--- config.mk ---
export PLATFORM = sky130hd
export DESIGN_NAME = video_capture
export DESIGN_NICKNAME = d
export VERILOG_FILES = /design/src/rtl/gameconsole_pkg.sv /design/src/rtl/video_capture_fifo.sv /design/src/rtl/video_capture.sv
export SDC_FILE = /design/constraint.sdc
export NUM_CORES = 1
export LEC_CHECK = 0
export BUFFER_PORTS_ARGS = -buffer_cell sky130_fd_sc_hd__buf_2
export CORE_AREA = 10 10 303 305
export CTS_BUF_LIST = sky130_fd_sc_hd__clkbuf_8
export DETAILED_ROUTE_END_ITERATION = 10
export DIE_AREA = 0 0 313 315
export PLACE_DENSITY = 0.68
export SLEW_MARGIN = 10
export SYNTH_ARGS = -nofsm -noshare
export SYNTH_HDL_FRONTEND = slang
export SYNTH_HIERARCHICAL = 1
export SYNTH_SLANG_ARGS = --single-unit
export TNS_END_PERCENT = 5
--- constraint.sdc ---
create_clock -name clk -period 6.95 [get_ports clk]
set_input_delay 1.0425 -clock clk [delete_from_list [all_inputs] [get_ports clk]]
set_output_delay 1.0425 -clock clk [all_outputs]
set_load 0.01 [all_outputs]
--- src/rtl/gameconsole_pkg.sv ---
// Shared types for the video capture block.
// Capture FSM states, screen geometry and the pixel FIFO entry layout.
package gameconsole_pkg;

  localparam int SCREEN_W = 320;
  localparam int SCREEN_H = 240;
  localparam int SKIP_W   = 16;

  typedef enum logic [2:0] {
    CAP_IDLE,
    CAP_WAIT_VS,
    CAP_CAPTURE,
    CAP_DRAIN,
    CAP_DONE
  } capture_state_e;

  // skip = pixels dropped just before this one
  typedef struct packed {
    logic [SKIP_W-1:0] skip;
    logic [31:0]       color;
  } pix_entry_t;

  function automatic logic [31:0] skip_addr(
    input logic [31:0]       addr,
    input logic [SKIP_W-1:0] skip
  );
    return addr + {14'b0, skip, 2'b00};
  endfunction

endpackage

--- src/rtl/video_capture_fifo.sv ---
// Synchronous pixel FIFO, DEPTH entries (power of 2), W bits wide.
// Ports: push/push_data in, pop/pop_data out (show-ahead), full/empty/count.
module video_capture_fifo #(
  parameter int DEPTH = 16,
  parameter int W     = 48,
  localparam int AW   = (DEPTH > 1) ? $clog2(DEPTH) : 1
) (
  input  logic          clk,
  input  logic          rst_n,
  input  logic          push,
  input  logic [W-1:0]  push_data,
  input  logic          pop,
  output logic [W-1:0]  pop_data,
  output logic          full,
  output logic          empty,
  output logic [AW:0]   count
);

  logic [W-1:0]  mem [DEPTH];
  logic [AW-1:0] wr_ptr;
  logic [AW-1:0] rd_ptr;
  logic          do_push;
  logic          do_pop;

  assign full     = (count == (AW+1)'(DEPTH));
  assign empty    = (count == '0);
  assign do_push  = push && !full;
  assign do_pop   = pop && !empty;
  assign pop_data = mem[rd_ptr];

  always_ff @(posedge clk) begin
    if (!rst_n) begin
      wr_ptr <= '0;
      rd_ptr <= '0;
      count  <= '0;
    end else begin
      if (do_push) wr_ptr <= wr_ptr + 1'b1;
      if (do_pop)  rd_ptr <= rd_ptr + 1'b1;
      unique case ({do_push, do_pop})
        2'b10:   count <= count + 1'b1;
        2'b01:   count <= count - 1'b1;
        default: ;
      endcase
    end
  end

  always_ff @(posedge clk) begin
    if (do_push) mem[wr_ptr] <= push_data;
  end

endmodule

--- src/rtl/video_capture.sv ---
// Captures one frame of the dot_clk/color/hsync/vsync stream into memory.
// Ports: start/base_addr/busy/done/overflow control, video in, mem_* writer.
module video_capture
  import gameconsole_pkg::*;
#(
  parameter int H_ACTIVE   = SCREEN_W,
  parameter int V_ACTIVE   = SCREEN_H,
  parameter int H_BP       = 0,
  parameter int V_BP       = 0,
  parameter int SYNC_LOW   = 1,
  parameter int FIFO_DEPTH = 16
) (
  input  logic        clk,
  input  logic        rst_n,
  input  logic        start,
  input  logic [31:0] base_addr,
  output logic        busy,
  output logic        done,
  output logic        overflow,
  input  logic        dot_clk,
  input  logic [31:0] color,
  input  logic        hsync,
  input  logic        vsync,
  output logic        mem_en,
  output logic        mem_we,
  output logic [31:0] mem_addr,
  output logic [31:0] mem_din,
  input  logic        mem_ready
);

  localparam int AW = (FIFO_DEPTH > 1) ? $clog2(FIFO_DEPTH) : 1;
  localparam logic [31:0] X_LO  = 32'(H_BP);
  localparam logic [31:0] Y_LO  = 32'(V_BP);
  localparam logic [31:0] X_N   = 32'(H_ACTIVE);
  localparam logic [31:0] Y_N   = 32'(V_ACTIVE);
  localparam logic [31:0] TOTAL = 32'(H_ACTIVE * V_ACTIVE);
  localparam logic        SL    = (SYNC_LOW != 0);

  // input stage
  logic        dot_q;
  logic        dot_d;
  logic        hs_q;
  logic        vs_q;
  logic [31:0] color_q;

  always_ff @(posedge clk) begin
    if (!rst_n) begin
      dot_q   <= 1'b0;
      dot_d   <= 1'b0;
      hs_q    <= 1'b0;
      vs_q    <= 1'b0;
      color_q <= '0;
    end else begin
      dot_q   <= dot_clk;
      dot_d   <= dot_q;
      hs_q    <= hsync;
      vs_q    <= vsync;
      color_q <= color;
    end
  end

  logic pix_edge;
  logic hs_act;
  logic vs_act;

  assign pix_edge = dot_q & ~dot_d;
  assign hs_act   = hs_q ^ SL;
  assign vs_act   = vs_q ^ SL;

  // raster position, sampled on pixel edges only
  logic        hs_last;
  logic        vs_last;
  logic        line_seen;
  logic [31:0] x_cnt;
  logic [31:0] y_cnt;

  logic        hs_fall;
  logic        vs_fall;
  logic        vs_rise;
  logic        line_seen_n;
  logic [31:0] x_cur;
  logic [31:0] y_cur;
  logic        active;

  // line_seen keeps a vsync that ends mid-line from
  // making the partial line row 0
  always_comb begin
    hs_fall     = pix_edge & hs_last & ~hs_act;
    vs_fall     = pix_edge & vs_last & ~vs_act;
    vs_rise     = pix_edge & ~vs_last & vs_act;
    x_cur       = hs_fall ? '0 : x_cnt;
    y_cur       = y_cnt;
    line_seen_n = line_seen;
    if (vs_fall) begin
      y_cur       = '0;
      line_seen_n = hs_fall;
    end else if (hs_fall) begin
      if (line_seen) y_cur = y_cnt + 1'b1;
      line_seen_n = 1'b1;
    end
    active = pix_edge & ~hs_act & ~vs_act & line_seen_n
           & ((x_cur - X_LO) < X_N)
           & ((y_cur - Y_LO) < Y_N);
  end

  always_ff @(posedge clk) begin
    if (!rst_n) begin
      hs_last   <= 1'b0;
      vs_last   <= 1'b0;
      line_seen <= 1'b0;
      x_cnt     <= '0;
      y_cnt     <= '0;
    end else if (pix_edge) begin
      hs_last   <= hs_act;
      vs_last   <= vs_act;
      line_seen <= line_seen_n;
      x_cnt     <= x_cur + 1'b1;
      y_cnt     <= y_cur;
    end
  end

  // capture control
  capture_state_e state;
  capture_state_e state_n;

  logic              start_acc;
  logic              take;
  logic              last_pix;
  logic [31:0]       pix_cnt;
  logic [SKIP_W-1:0] drop_run;
  logic [31:0]       addr;

  pix_entry_t    fifo_in;
  pix_entry_t    fifo_out;
  logic          fifo_push;
  logic          fifo_pop;
  logic          fifo_full;
  logic          fifo_empty;
  logic [AW:0]   fifo_count;
  logic          drop;
  logic          wr_active;

  assign start_acc = start
                   && (state == CAP_IDLE || state == CAP_DONE);
  // the vsync-deassert pixel itself can be (0,0)
  assign take      = active
                   && (state == CAP_CAPTURE
                   || (state == CAP_WAIT_VS && vs_fall));
  assign last_pix  = take && (pix_cnt == TOTAL - 1'b1);
  assign fifo_push = take && !fifo_full;
  assign drop      = take && fifo_full;
  assign wr_active = (state == CAP_CAPTURE)
                   || (state == CAP_DRAIN);
  assign fifo_pop  = wr_active && !mem_en && !fifo_empty;
  assign fifo_in   = '{skip: drop_run, color: color_q};
  assign mem_we    = mem_en;

  video_capture_fifo #(
    .DEPTH (FIFO_DEPTH),
    .W     ($bits(pix_entry_t))
  ) u_fifo (
    .clk       (clk),
    .rst_n     (rst_n),
    .push      (fifo_push),
    .push_data (fifo_in),
    .pop       (fifo_pop),
    .pop_data  (fifo_out),
    .full      (fifo_full),
    .empty     (fifo_empty),
    .count     (fifo_count)
  );

  always_ff @(posedge clk) begin
    if (!rst_n) state <= CAP_IDLE;
    else        state <= state_n;
  end

  always_comb begin
    state_n = state;
    unique case (state)
      CAP_IDLE: begin
        if (start_acc) state_n = CAP_WAIT_VS;
      end
      CAP_WAIT_VS: begin
        if (last_pix)     state_n = CAP_DRAIN;
        else if (vs_fall) state_n = CAP_CAPTURE;
      end
      CAP_CAPTURE: begin
        if (last_pix || vs_rise) state_n = CAP_DRAIN;
      end
      CAP_DRAIN: begin
        if (fifo_count == '0 && !mem_en)
          state_n = CAP_DONE;
      end
      CAP_DONE: begin
        state_n = start_acc ? CAP_WAIT_VS : CAP_IDLE;
      end
      default: state_n = CAP_IDLE;
    endcase
  end

  always_comb begin
    busy = 1'b0;
    done = 1'b0;
    unique case (state)
      CAP_WAIT_VS,
      CAP_CAPTURE,
      CAP_DRAIN: busy = 1'b1;
      CAP_DONE:  done = 1'b1;
      default:   ;
    endcase
  end

  // counting, drop tracking and the memory writer
  always_ff @(posedge clk) begin
    if (!rst_n) begin
      pix_cnt  <= '0;
      drop_run <= '0;
      overflow <= 1'b0;
      addr     <= '0;
      mem_en   <= 1'b0;
      mem_addr <= '0;
      mem_din  <= '0;
    end else if (start_acc) begin
      pix_cnt  <= '0;
      drop_run <= '0;
      overflow <= 1'b0;
      addr     <= base_addr;
    end else begin
      if (take) pix_cnt <= pix_cnt + 1'b1;
      if (fifo_push) begin
        drop_run <= '0;
      end else if (drop) begin
        overflow <= 1'b1;
        if (drop_run != '1) drop_run <= drop_run + 1'b1;
      end
      if (fifo_pop) begin
        mem_en   <= 1'b1;
        mem_addr <= skip_addr(addr, fifo_out.skip);
        mem_din  <= fifo_out.color;
      end else if (mem_en && mem_ready) begin
        mem_en <= 1'b0;
        addr   <= mem_addr + 32'd4;
      end
    end
  end

endmodule

# Word level (Yosys, flattened, before mapping)
# Memory sizes are Yosys's and may differ from the RTL's. A register that Yosys moved wholly into a read port is not among the register bits.
# Cells that the tools add are included.
# totals
n_memories	1
reg_bits	265
latchBits	0
word_cells	125
input_bits	71
mem_bits_ro	0
out_inout_bits	69
mem_bits_rw	768
# mem_list
memory	depth	width	read_ports	rd_clocked_by_memory_dff	write_ports	line_no	source
u_fifo.mem	16	48	1	1	1	video_capture_fifo.sv:19	logic [W-1:0] mem [DEPTH];
# classes
eq_ne	14
shift	0
n_div	0
order_cmp	2
add_sub_neg	10
n_mux	25
n_bitwise	19
mul	0
reduce_logical	33
# op_table
op	n
two-way mux 32 bit	7
adder 32 x 1 -> 32 bit (second input constant)	3
adder 32 x 18 -> 32 bit	1
adder 32 x 3 -> 32 bit (second input constant)	1
== test 32 x 17 -> 1 bit (second input constant)	1
< comparator 32 x 8 -> 1 bit (second input constant)	1
< comparator 32 x 9 -> 1 bit (second input constant)	1
adder 16 x 1 -> 16 bit (second input constant)	1
!= test 16 bit (second input constant)	1
two-way mux 3 bit	5
case mux 3 bit (5 select lines)	1
bitwise AND 1 bit	12
logical AND 1 bit	12
case mux 5 bit (2 select lines)	1
AND reduction 2 bit	5
two-way mux 1 bit	9
adder 4 x 1 -> 4 bit (second input constant)	2
two-way mux 4 bit	2
NOT 1 bit	7
== test 3 x 2 -> 1 bit (second input constant)	2
nonzero test 2 bit	3
OR reduction 3 bit	2
adder 5 x 1 -> 5 bit (second input constant)	1
== test 5 bit (second input constant)	1
other kinds (14)	21

# Logic depth before layout (Yosys ltp)
# logic_depth
depth_word	14
ltp_mapped	21
depth_no_buf	16

# Modules after synthesis
# Netlist, hierarchy kept.
# by_module_without_submodules
mod	seq_area_each_um2	cells_each	area_each_um2	n_inst
video_capture_fifo	23402.4	1191	29838.6	1
video_capture	5044.8	1543	12570.8	1

# Worst setup path after synthesis
# OpenSTA, ideal clock, no wires.
# synth_path
kind	register -> register
startpoint	register y_cnt[15]
endpoint	memory u_fifo.mem[0][0], enable pin
setup_slack_ns	-0.060
arrival_time_ns	6.497
path_stages_with_launch	16
setup_ns	0.513
n_path_buf	5
required_ns	6.437
period_less_slack_ns	7.010
path_cell_list	dfxtp_1 > buf_2 > and4_1 > nand3_4 > buf_2 > o31ai_1 > nand4_1 > or4_1 > o21a_1 > buf_6 > buf_6 > clkbuf_1 > nor3_1 > o21a_1 > nand2_1 > nor3_1
# synth_between
elab_chain_len	11
# synth_rtl
item	line_no	source
start: declaration	video_capture.sv:75	logic [31:0] y_cnt;
start signal: assignment	video_capture.sv:118	y_cnt <= y_cur;
adder 32 x 1 -> 32 bit	video_capture.sv:98	if (line_seen) y_cur = y_cnt + 1'b1;
two-way mux 32 bit	video_capture.sv:98	
two-way mux 32 bit *	video_capture.sv:97	end else if (hs_fall) begin
two-way mux 32 bit *	video_capture.sv:94	if (vs_fall) begin
< comparator 32 x 8 -> 1 bit *	video_capture.sv:103	& ((y_cur - Y_LO) < Y_N);
bitwise AND 1 bit *	video_capture.sv:103	
logical AND 1 bit *	video_capture.sv:147	&& (state == CAP_CAPTURE
logical AND 1 bit *	video_capture.sv:150	assign fifo_push = take && !fifo_full;
named net fifo_push	video_capture.sv:135	logic fifo_push;
logical AND 1 bit *	video_capture_fifo.sv:27	assign do_push = push && !full;
two-way mux 1 bit *	video_capture_fifo.sv:48	if (do_push) mem[wr_ptr] <= push_data;
two-way mux 1 bit (not written as such) *	video_capture_fifo.sv:48	
end: declaration	video_capture_fifo.sv:19	
# Mark *: on every way through the listed nets, which the timed path passes. The rest lies on a longest branch.

# Worst setup path after layout
# layout_path
startpoint	register dot_q
endpoint	register u_fifo.count[2]
# layout_between
elab_chain_len	13
elab_cells_between_ends	26
cone_classes	order compare: 2; eq/ne: 2; mux: 6; bitwise: 10; reduce/logical: 6
# layout_rtl
item	line_no	source
start: declaration	video_capture.sv:40	logic dot_q;
start signal: assignment	video_capture.sv:54	dot_q <= dot_clk;
bitwise AND 1 bit *	video_capture.sv:66	assign pix_edge = dot_q & ~dot_d;
parallel branches: the longest is 7 deep, another holds < comparator 32 x 9 -> 1 bit	--	
logical AND 1 bit *	video_capture.sv:147	
logical AND 1 bit *	video_capture.sv:150	
named net fifo_push	video_capture.sv:135	
logical AND 1 bit *	video_capture_fifo.sv:27	
== test 2 x 1 -> 1 bit / == test 2 bit (equally long branches)	video_capture_fifo.sv:39	unique case ({do_push, do_pop})
case mux 5 bit (2 select lines) / nonzero test 2 bit (equally long branches)	--	
end signal: assignment	video_capture_fifo.sv:40	2'b10: count <= count + 1'b1;
end signal: assignment	video_capture_fifo.sv:41	2'b01: count <= count - 1'b1;
end: declaration	video_capture_fifo.sv:16	output logic [AW:0] count
# Mark *: on every way through the listed nets, which the timed path passes.
# A chain may end at the register's enable or synchronous reset.

==> run_results.csv <==
group,metric,value,unit
status,status,"completed",
critical_path,worstPathRequired,7.65,ns
timing,slew_headroom,18.7,%
synth,yosys-top-cells-count,"edfxtp_1 (768), dfxtp_1 (269), mux4_2 (240), nand2_1 (195), nor2_1 (176)",
die,coreArea,85900,um2
synth,synthCells,2734,
critical_path,crit_buf_inv,1,
critical_path,max_stage_delay,0.62,ns
timing,fmax,171,MHz
place,gp_congestion,0.818,
synth,synth_area_leader_cell,"edfxtp_1",
synth,synthTopCellsByArea,"edfxtp_1 (54%), mux4_2 (13%), dfxtp_1 (13%), nand2_1 (1.7%), a21oi_1 (1.6%)",
synth,async_reset_ff_share,0,%
die,pin_count,140,
detailed_routing,drt_wl_total,97700,um
synth,yosysTopAreaCellShare,54.4,%
hold_path,hp-class,"in -> reg",
timing,final.period_utilization,84.4,%
layout,drive_gt1_share,22.7,%
critical_path,reg2reg_slack,1.09,ns
global_route,grt_pass1_vias,25600,
hold_path,min-delay-start,"color[19]",
layout,syn_to_final_growth,12.2,%
clock_network,post_cts_buffers,0,
die,fp-row-count,108,
clock_network,ctsHoldBuffers,0,
die,die-height,315,um
synth,syn-cell-area,42400,um2
timing,worst_pin_slew,1.21,ns
die,initial_core_util,49.3,%
critical_path,startpoint,"dot_q$_SDFF_PN0_",
detailed_routing,first_pass_iters,6,
clock_network,cts_tree,"done",
pwr,power.density,263,nW/um2
critical_path,criticalPathCategory,"reg -> reg",
critical_path,cp.arrival,6.56,ns
hold_path,min_path_cells,2,
critical_path,rr_worst_depth,15,
global_route,grt_max_degree,94,
synth,ys_seq_area_share,67.1,%
critical_path,crit_path_max_fanout,15,
synth,synth_ff_type,"edfxtp_1",
synth,synth_edf_count,768,
global_route,track_usage,19.8,%
synth,syn_nets,2835,
detailed_routing,antenna_left,0,
critical_path,path_depth,15,
clock_network,insertion_delay,0.83,ns
pwr,power_leakage,15.0,nW
clock_network,root_buffer,"clkbuf_8",
synth,synth_cell_types,79,
layout,finalNonFillerCells,4212,
pwr,peakVddDrop,0.180,mV
detailed_routing,via_per_inst,5.91,
place,hpwl,58600,um
timing,maxSlewViolCount,0,
critical_path,cp_top_family,"simple AND/OR/NAND/NOR gates",
critical_path,startpoint_type,"flip-flop",
timing,hold_violations,0,
critical_path,critPathSlowestCell,"and4b_1",
detailed_routing,wl_per_cell,23.2,um
clock_network,htreeDepth,4,
clock_network,postCtsResizedCells,0,
detailed_routing,drt_iter0_drc,2629,
critical_path,reg2reg_from,"dot_q$_SDFF_PN0_",
timing,setup_viol,0,
detailed_routing,drc,0,
timing,grt_setup_unrepaired,"no",
global_route,antenna_found_initial,2,
synth,yosys_warnings,6,
synth,syn_avg_cell_area,15.5,um2
die,dieWidth,313,um
clock_network,clk_pin_slew,0.06,ns
clock_network,cts_buffers,165,
timing,fin_crit,5.86,ns
critical_path,critPathCapture,"u_fifo/count[2]$_SDFFE_PN0P_",
place,port_buffers,139,
global_route,grt_overflow,0,
run,cap_violations,0,
synth,yosysMostFrequentCell,"edfxtp_1",
die,die_area,98600,um2
layout,finalNetCount,3022,
layout,final_util,55.3,%
global_route,grt_pass1_wl,152000,um
clock_network,cts.sinks,1037,
critical_path,crit_chain,"and4b_1, nand4_1, o311ai_1, nand2_1, or4_4, or2_2, nor3_1, o21a_1, inv_2, ha_1, xor2_1, ha_1, o21a_1, or4_1, a21oi_1",
synth,ys_ff_latch,1037,
clock_network,clk_path_buf_depth,3,
timing,fin_worst_skew,0.0554,ns
detailed_routing,routed-via-count,24900,
place,placed_cells_incl_taps,3909,
critical_path,critPathCaptureType,"flip-flop",
critical_path,worstReg2RegEnd,"u_fifo/count[2]$_SDFFE_PN0P_",
## registers in the layout, indices dropped and copies added (netlist names), named ones only
signal and flops:
addr 32, color_q 32, dot_d 1, dot_q 1, drop_run 16, hs_last 1
hs_q 1, line_seen 1, mem_addr 32, mem_din 32, mem_en 1, overflow 1
pix_cnt 32, state 3, u_fifo/count 5, u_fifo/mem 768, u_fifo/rd_ptr 4, u_fifo/wr_ptr 4
vs_last 1, vs_q 1, x_cnt 32, y_cnt 32
## metrics by stage
step | setup TNS, ns | area (um2) | hold slack (ns) | setup slack, ns | power, mW
floorplan | -5.58 | 42400 | 0.432 | -0.0581 | 7.43
global placement | 0 | 44400 | 0.438 | 1.41 | 7.64
detailed placement | 0 | 44400 | 0.447 | 1.22 | 7.68
CTS | 0 | 47600 | 0.376 | 1.15 | 12.6
global route | 0 | 47600 | 0.388 | 0.696 | 13.0
finish | 0 | 47600 | 0.438 | 1.09 | 12.5
## kinds of logic after synthesis
family,Yosys count,share of synthesized area (%)
xor+xnor,94,1.94
compound gates,350,5.42
flops,1037,67.1
buf+inv,193,2.17
fa+ha+maj,30,0.903
mux,259,13.2
simple gates,771,9.29
## power by group
part           leakage, nW  internal (mW)  total, mW  switching, mW
clock network         1.83           2.56       4.95           2.39
registers             8.80           6.70       6.84          0.140
logic                 4.40          0.279      0.709          0.430
total                 15.0           9.54       12.5           2.96
## final cells by class
cell class | instances | area, um2
clock buffer | 183 | 2520
fill | 6727 | 38400
antenna | 3 | 7.51
clock inverter | 117 | 662
timing repair buffer | 184 | 1200
inverter | 29 | 113
multi-input combinational | 1504 | 13200
tap | 1155 | 1450
sequential | 1037 | 28500
## worst min-delay path by stage
stage	end	slack (ns)
2_1_floorplan	mem_addr[0]$_SDFFE_PN0P_	0.43
3_3_place_gp	mem_addr[0]$_SDFFE_PN0P_	0.44
3_5_place_dp	mem_din[29]$_SDFFE_PN0P_	0.45
4_1_cts	color_q[26]$_SDFF_PN0_	0.38
5_1_grt	color_q[22]$_SDFF_PN0_	0.39
6_report	color_q[19]$_SDFF_PN0_	0.44
## cells in the final DEF (no fill, tap or decap), types with 8 or more instances in the layout
| cell | synthesis | final |
|---|---|---|
| edfxtp_1 | 768 | 768 |
| dfxtp_1 | 269 | 265 |
| mux4_2 | 240 | 240 |
| nand2_1 | 195 | 195 |
| clkbuf_8 | 0 | 183 |
| nor2_1 | 176 | 164 |
| buf_2 | 18 | 139 |
| a21oi_1 | 137 | 137 |
| nand3_1 | 81 | 81 |
| inv_1 | 28 | 79 |
| xor2_1 | 62 | 62 |
| or3_1 | 55 | 55 |
| and2_1 | 55 | 53 |
| o21ai_0 | 42 | 42 |
| nand4_1 | 37 | 37 |
| xnor2_1 | 32 | 32 |
| a211oi_1 | 32 | 32 |
| buf_4 | 4 | 32 |
| ha_1 | 29 | 29 |
| and3_1 | 27 | 27 |
| nor3_1 | 31 | 27 |
| clkinv_1 | 0 | 27 |
| nor4_1 | 26 | 26 |
| o311ai_0 | 23 | 23 |
| clkinv_2 | 0 | 21 |
| and4_1 | 18 | 18 |
| o41ai_1 | 18 | 18 |
| mux2i_1 | 17 | 17 |
| o31ai_1 | 15 | 15 |
| or4_1 | 16 | 15 |
| buf_12 | 0 | 13 |
| o21a_1 | 13 | 12 |
| nor2_4 | 0 | 12 |
| nand2b_1 | 10 | 10 |
| a311oi_1 | 10 | 10 |
| o2111ai_1 | 8 | 8 |
| nor2b_1 | 8 | 8 |
## layer usage
layer | GRT usage, % | up-vias | routed length, um
met5 | 0 | - | 0
met4 | 6.52 | 0 | 2340
met3 | 4.30 | 166 | 6710
met2 | 31.9 | 900 | 46800
met1 | 26.7 | 12700 | 41900
li1 | - | 11200 | -
(Power assumes the default switching activity.)
